--- src/rtl/compare_pipe.sv ---
// Two-stage pipelined compare unit: integer EQ/NE/LT/GE/LTU/GEU and single-precision FEQ/FLT/FLE.
// Stage 1 holds the subtract and float classification, stage 2 holds result/nv behind a valid/ready handshake.
module compare_pipe #(
   parameter int XLEN = 64,
   parameter int FLEN = 32,
   parameter int EXPW = 8
) (
   input  logic            clk,
   input  logic            reset,
   input  logic            in_valid,
   output logic            in_ready,
   input  logic [3:0]      op,
   input  logic [XLEN-1:0] a,
   input  logic [XLEN-1:0] b,
   output logic            out_valid,
   input  logic            out_ready,
   output logic            result,
   output logic            nv,
   output logic            nv_sticky,
   input  logic            flags_clr
);

   localparam int MANW = FLEN - 1 - EXPW;
   localparam logic [FLEN-1:0] CANON_NAN = {1'b0, {EXPW{1'b1}}, 1'b1, {(MANW-1){1'b0}}};

   typedef enum logic [3:0] {
      OP_EQ  = 4'd0,
      OP_NE  = 4'd1,
      OP_LT  = 4'd2,
      OP_GE  = 4'd3,
      OP_LTU = 4'd4,
      OP_GEU = 4'd5,
      OP_FEQ = 4'd6,
      OP_FLT = 4'd7,
      OP_FLE = 4'd8
   } op_e;

   typedef struct packed {
      logic nan;
      logic snan;
      logic zero;
      logic sign;
   } fclass_t;

   function automatic fclass_t classify(input logic [FLEN-1:0] f);
      fclass_t c;
      c.nan  = (&f[FLEN-2 -: EXPW]) && (|f[MANW-1:0]);
      c.snan = c.nan && !f[MANW-1];
      c.zero = ~|f[FLEN-2:0];
      c.sign = f[FLEN-1];
      return c;
   endfunction

   // Upper bits that are not all ones mean the operand is not a properly boxed single.
   logic a_boxed, b_boxed;
   if (XLEN > FLEN) begin : g_box
      assign a_boxed = &a[XLEN-1:FLEN];
      assign b_boxed = &b[XLEN-1:FLEN];
   end else begin : g_nobox
      assign a_boxed = 1'b1;
      assign b_boxed = 1'b1;
   end

   logic            s1_valid_q, s1_valid_d;
   logic [3:0]      op_q, op_d;
   logic [XLEN:0]   diff_q, diff_d;
   logic            a_sign_q, a_sign_d, b_sign_q, b_sign_d;
   logic [FLEN-2:0] fa_mag_q, fa_mag_d, fb_mag_q, fb_mag_d;
   fclass_t         fa_cls_q, fa_cls_d, fb_cls_q, fb_cls_d;

   logic            s2_valid_q, s2_valid_d;
   logic            result_q, result_d;
   logic            nv_q, nv_d;
   logic            nv_sticky_q, nv_sticky_d;

   logic            s1_adv, s2_adv;
   logic [FLEN-1:0] fa, fb;
   logic            int_eq, int_lt, int_ltu;
   logic            any_nan, any_snan, both_zero, f_eq, f_lt;
   logic            cmp_result, cmp_nv;

   // Stage-2 outcome from the registered stage-1 fields.
   always_comb begin
      int_eq    = (diff_q[XLEN-1:0] == '0);
      int_ltu   = diff_q[XLEN];
      int_lt    = (a_sign_q != b_sign_q) ? a_sign_q : diff_q[XLEN-1];
      any_nan   = fa_cls_q.nan  || fb_cls_q.nan;
      any_snan  = fa_cls_q.snan || fb_cls_q.snan;
      both_zero = fa_cls_q.zero && fb_cls_q.zero;
      f_eq      = both_zero || ((fa_cls_q.sign == fb_cls_q.sign) && (fa_mag_q == fb_mag_q));
      if (fa_cls_q.sign != fb_cls_q.sign) begin
         f_lt = fa_cls_q.sign && !both_zero;
      end else if (!fa_cls_q.sign) begin
         f_lt = fa_mag_q < fb_mag_q;
      end else begin
         f_lt = fa_mag_q > fb_mag_q;
      end
      cmp_result = 1'b0;
      cmp_nv     = 1'b0;
      case (op_q)
         OP_EQ:  cmp_result = int_eq;
         OP_NE:  cmp_result = !int_eq;
         OP_LT:  cmp_result = int_lt;
         OP_GE:  cmp_result = !int_lt;
         OP_LTU: cmp_result = int_ltu;
         OP_GEU: cmp_result = !int_ltu;
         OP_FEQ: begin
            cmp_result = !any_nan && f_eq;
            cmp_nv     = any_snan;
         end
         OP_FLT: begin
            cmp_result = !any_nan && f_lt;
            cmp_nv     = any_nan;
         end
         OP_FLE: begin
            cmp_result = !any_nan && (f_lt || f_eq);
            cmp_nv     = any_nan;
         end
         default: begin
            cmp_result = 1'b0;
            cmp_nv     = 1'b0;
         end
      endcase
   end

   always_comb begin
      fa = a_boxed ? a[FLEN-1:0] : CANON_NAN;
      fb = b_boxed ? b[FLEN-1:0] : CANON_NAN;

      s2_adv = !s2_valid_q || out_ready;
      s1_adv = !s1_valid_q || s2_adv;

      s1_valid_d = s1_valid_q;
      op_d       = op_q;
      diff_d     = diff_q;
      a_sign_d   = a_sign_q;
      b_sign_d   = b_sign_q;
      fa_mag_d   = fa_mag_q;
      fb_mag_d   = fb_mag_q;
      fa_cls_d   = fa_cls_q;
      fb_cls_d   = fb_cls_q;
      if (s1_adv) begin
         s1_valid_d = in_valid;
      end
      if (s1_adv && in_valid) begin
         op_d     = op;
         diff_d   = {1'b0, a} - {1'b0, b};
         a_sign_d = a[XLEN-1];
         b_sign_d = b[XLEN-1];
         fa_mag_d = fa[FLEN-2:0];
         fb_mag_d = fb[FLEN-2:0];
         fa_cls_d = classify(fa);
         fb_cls_d = classify(fb);
      end

      s2_valid_d = s2_valid_q;
      result_d   = result_q;
      nv_d       = nv_q;
      if (s2_adv) begin
         s2_valid_d = s1_valid_q;
         if (s1_valid_q) begin
            result_d = cmp_result;
            nv_d     = cmp_nv;
         end
      end

      // A flagged result leaving this cycle beats a simultaneous clear.
      nv_sticky_d = nv_sticky_q;
      if (s2_valid_q && out_ready && nv_q) begin
         nv_sticky_d = 1'b1;
      end else if (flags_clr) begin
         nv_sticky_d = 1'b0;
      end
   end

   always_ff @(posedge clk) begin
      if (reset) begin
         s1_valid_q  <= 1'b0;
         op_q        <= '0;
         diff_q      <= '0;
         a_sign_q    <= 1'b0;
         b_sign_q    <= 1'b0;
         fa_mag_q    <= '0;
         fb_mag_q    <= '0;
         fa_cls_q    <= '0;
         fb_cls_q    <= '0;
         s2_valid_q  <= 1'b0;
         result_q    <= 1'b0;
         nv_q        <= 1'b0;
         nv_sticky_q <= 1'b0;
      end else begin
         s1_valid_q  <= s1_valid_d;
         op_q        <= op_d;
         diff_q      <= diff_d;
         a_sign_q    <= a_sign_d;
         b_sign_q    <= b_sign_d;
         fa_mag_q    <= fa_mag_d;
         fb_mag_q    <= fb_mag_d;
         fa_cls_q    <= fa_cls_d;
         fb_cls_q    <= fb_cls_d;
         s2_valid_q  <= s2_valid_d;
         result_q    <= result_d;
         nv_q        <= nv_d;
         nv_sticky_q <= nv_sticky_d;
      end
   end

   assign in_ready  = s1_adv;
   assign out_valid = s2_valid_q;
   assign result    = result_q;
   assign nv        = nv_q;
   assign nv_sticky = nv_sticky_q;

endmodule

--- config.mk ---
export PLATFORM = sky130hd
export DESIGN_NAME = compare_pipe
export DESIGN_NICKNAME = d
export VERILOG_FILES = /design/src/rtl/compare_pipe.sv
export SDC_FILE = /design/constraint.sdc
export NUM_CORES = 1
export LEC_CHECK = 0
export CAP_MARGIN = 20
export CELL_PAD_IN_SITES_DETAIL_PLACEMENT = 0
export CELL_PAD_IN_SITES_GLOBAL_PLACEMENT = 2
export CORE_MARGIN = 2
export CORE_UTILIZATION = 34
export CTS_CLUSTER_SIZE = 16
export DETAILED_ROUTE_END_ITERATION = 10
export PLACE_DENSITY = 0.83
export SYNTH_ARGS = -nofsm -noshare
export SYNTH_HDL_FRONTEND = slang
export SYNTH_SLANG_ARGS = --single-unit
--- constraint.sdc ---
create_clock -name clk -period 7.7 [get_ports clk]
set_input_delay 2.31 -clock clk [delete_from_list [all_inputs] [get_ports clk]]
set_output_delay 2.31 -clock clk [all_outputs]
set_load 0.005 [all_outputs]
* Yosys cells after proc, flatten, opt, wreduce, memory -nomap -nowiden
Index checks and enable logic that the tools add are counted.
Word-level totals: word-level logic and storage cells 86, input port bits 137, bits in registers 146, output and inout port bits 5
Cells by class: add/subtract/negate cells 1, eq/ne operators 12, multiplexer cells 9, $lt $le $gt $ge 2, reductions and logical operators 43
Operator list (number):
- $sub 64x64->65 | 1
- $logic_not 64->1 | 1
- $mux 32 | 2
- $reduce_and 32->1 | 2
- $reduce_or 31->1 | 2
- $reduce_or 23->1 | 2
- $eq 31x31->1 | 1
- $gt 31x31->1 | 1
- $lt 31x31->1 | 1
- $eq 4x3->1 const B | 4
- $reduce_and 8->1 | 2
- $logic_and 1x1->1 | 13
- $logic_not 1->1 | 11
- $pmux 1 s9 | 1
- $eq 4x2->1 const B | 2
- $logic_or 1x1->1 | 6
- $mux 1 | 5
- $eq 4x1->1 const B | 1
- $eq 4x4->1 const B | 1
- $logic_not 4->1 | 1
- $ne 1x1->1 | 2
- $pmux 1 s2 | 1
- $reduce_and 2->1 | 1
- $reduce_bool 2->1 | 1
- other kinds (2) | 2

* Longest topological paths before layout
depth in word-level cells 7, gate-level depth with buffers 13, mapped depth without buffers 13

* Least setup slack after synthesis
No wires, ideal clock.
path type input -> output, start in out_ready, end out in_ready, required time 5.390 ns, slack 2.782 ns, cell stages on the path 2, data arrival time 2.608 ns, buffers on the path 0, cell sequence nor2b_1 > nand2_1
On the way: cells in the longest elaborated chain, start to end 2
RTL lines:
- start, declared | RTL line 16 | input logic out_ready,
- $logic_or 1x1->1 | RTL line 130 | s2_adv = !s2_valid_q || out_ready;
- $logic_or 1x1->1 | RTL line 131 | s1_adv = !s1_valid_q || s2_adv;
- end, declared | RTL line 11 | output logic in_ready,
Every way passes these cells.

* Worst setup path in the final report
Same ends and word-level chain as after synthesis.

==> flow_metrics.tcl <==
set metrics [dict create \
    rsz0062_at_grt "false" \
    grt_max_degree 74 \
    finalSetupTns_ns 0 \
    hpwl_mm 27.2 \
    cp_top_family "buffers and inverters" \
    min_period_over_period 0.768 \
    cts-htree-levels 4 \
    crit_arrival_ns 3.60 \
    synth_nets 1647 \
    grt_pass1_wl_mm 54.3 \
    maxCapViolations 0 \
    root_buffer "clkbuf_16" \
    use_met3 0.0249 \
    synth_ff_type "dfxtp_1" \
    cts.sinks 146 \
    postCtsSetupBuffers 0 \
    place_area_sq_um 12000 \
    status "completed" \
    clkLatencyLatePin_ns 0.44 \
    antenna_left 0 \
    worstHoldPathType "register to register" \
    grt_pass1_vias 9890 \
    drc 0 \
    end_kind "output pin" \
    max_freq_mhz 169 \
    num_vias 10300 \
    gp_congestion 0.896 \
    synth_seq_cells 146 \
    antenna_found_initial 0 \
    grt_busiest_layer "met2" \
    grt_overflow 0 \
    fin_area_sq_um 12600 \
    numCtsBuffers 17 \
    clk_pin_slew_ns 0.07 \
    use_met1 0.299 \
    finalMaxSlewViolations 0 \
    required_ns 5.39 \
    synth_area_per_cell_sq_um 7.30 \
    cp_cell_sequence "clkdlybuf4s50_1, nor2b_1, nand2_1, clkdlybuf4s50_1" \
    synth_cell_types 67 \
    synth_cells 1414 \
    viasPerCell 5.39 \
    path_class "input pin to output pin" \
    die_w_um 178 \
    post-place-cells 1877 \
    routed_wl_mm 35.0 \
    die_area_sq_um 31800 \
    hold_viol 0 \
    routedWlPerCell_um 18.3 \
    cts_tree "yes" \
    report.power.total_mw 2.28 \
    setup_violations 0 \
    final_common_cell "nand2_1" \
    skew_ns 0.0114 \
    start_kind "input pin" \
    ir_drop_v 0.000120 \
    fin_crit_ns 5.91 \
    pin_count 142 \
    crit_path_frequent_cell "clkdlybuf4s50_1" \
    synth-async-reset-ratio 0 \
    final_cell_mix "204 x nand2_1, 182 x a21oi_1, 146 x dfxtp_1, 140 x clkdlybuf4s50_1, 116 x inv_1" \
    drive_gt1_frac 0.0368 \
    worst-path-buf-inv 2 \
    die_h_um 178 \
    ys_warn_count 0 \
    track_usage 0.220 \
    cts_buffer_depth 2 \
    drt_iter0_drc 594 \
    critical_path.max_stage_delay_ns 0.48 \
    syn_area_sq_um 10300 \
    rows 63 \
    cp_max_fo 4 \
    synth_edf_count 0 \
    hold_buffers 0 \
    powerDensity_nw_per_um2 181 \
    relSlewSlack 0.306 \
    ys_seq_area_frac 0.283 \
    core_sq_um 29800 \
    ctsResizeCount 0 \
    grt.met2_usage 0.359 \
    total_leakage_power_nw 5.19 \
    dr.pass1.iters 5 \
    portBuffers 141 \
    final_cells 1910 \
    fill_cells 3158 \
    initial_core_util 0.347 \
    crit_slowest_cell "clkdlybuf4s50_1" \
    antenna_cells 0 \
    tightest_slew_ns 1.03 \
    final_nets 1740 \
    area.growth.synth_to_final_pct 22.2 \
]
[per-layer routing]
metal  wire [um]  vias up
met5           0        -
met4        1030        0
met3        1570       46
met2       15800      268
met1       16600     4754
li1            -     5222
[where the power goes]
part / switching, mW / internal (mW) / total, mW / leakage, nW
Combinational: 0.342 / 0.251 / 0.593 / 3.70
Clock: 0.417 / 0.441 / 0.858 / 0.293
Sequential: 0.0293 / 0.802 / 0.832 / 1.20
[final cells by class]
cell class / count / area (sq um) / area share
Tap cell: 390 / 488 / 0.0387
Clock buffer: 17 / 425 / 0.0337
Clock inverter: 15 / 185 / 0.0147
Inverter: 116 / 435 / 0.0345
Multi-Input combinational cell: 1079 / 6690 / 0.530
Timing Repair Buffer: 147 / 1470 / 0.117
Sequential cell: 146 / 2920 / 0.232
[tightest hold or removal path, stage by stage (launching register included)]
cell     delay [ns]
dfxtp_1        0.31
nand2_1        0.05
a21oi_1        0.05
[state kept, by name, summed over array words and instances (netlist names)]
signal and flops:
result 1, a_sign_q 1, fa_cls_q 4, b_sign_q 1
op_q 4, fa_mag_q 31, s1_valid_q 1, nv_sticky 1
fb_mag_q 31, fb_cls_q 4, out_valid 1, diff_q 65
nv 1
[cells by family after synthesis]
group | count (synthesis) | share of synthesized area
AOI/OAI and AO/OA | 407 | 0.246
adders and majority gates | 96 | 0.117
DFF | 146 | 0.283
and+or+nand+nor | 522 | 0.238
xor gates and xnor gates | 53 | 0.0450
buffers and inverters | 189 | 0.0698
muxes | 1 | 0.000970
[stage by stage]
stage               utilization  setup WS [ns]  hold slack, ns
floorplan                     -           2.78           0.425
global placement          0.402           1.74           0.439
detailed placement        0.402           1.66           0.443
CTS                       0.423           1.78           0.454
global route              0.424           1.67           0.470
finish                    0.424           1.79           0.451
[worst paths after layout]
kind / slack [ns] / from / endpoint / cells past startpoint
worst max-delay path: 1.79 / out_ready / in_ready / 4
worst min-delay path: 0.45 / fb_mag_q[4]$_SDFFE_PP0P_ / fb_mag_q[4]$_SDFFE_PP0P_ / 2
worst max register to register: 4.77 / diff_q[33]$_SDFFE_PP0P_ / result$_SDFFE_PP0P_ / 8
worst min register to register: 0.45 / fb_mag_q[4]$_SDFFE_PP0P_ / fb_mag_q[4]$_SDFFE_PP0P_ / 2
[synthesized netlist by cell type (7+ instances only)]
cell | n | area share
o21ai_0 | 59 | 0.029
a211oi_1 | 9 | 0.0065
dfxtp_1 | 146 | 0.28
clkbuf_1 | 54 | 0.020
nand2_1 | 205 | 0.075
nor3_1 | 26 | 0.013
ha_1 | 95 | 0.12
nor4_1 | 39 | 0.024
o31ai_1 | 7 | 0.0051
a21o_1 | 57 | 0.041
nor2b_1 | 11 | 0.0067
xnor2_1 | 30 | 0.025
o21bai_1 | 12 | 0.0087
nor2_1 | 79 | 0.029
and2_1 | 8 | 0.0048
buf_1 | 10 | 0.0036
inv_1 | 116 | 0.042
a21oi_1 | 182 | 0.088
nand3_1 | 67 | 0.032
nand4_1 | 53 | 0.032
a31oi_1 | 18 | 0.011
nand2b_1 | 9 | 0.0055
buf_2 | 7 | 0.0034
xor2_1 | 23 | 0.020
Note: power is estimated with default switching activity, not from simulation.
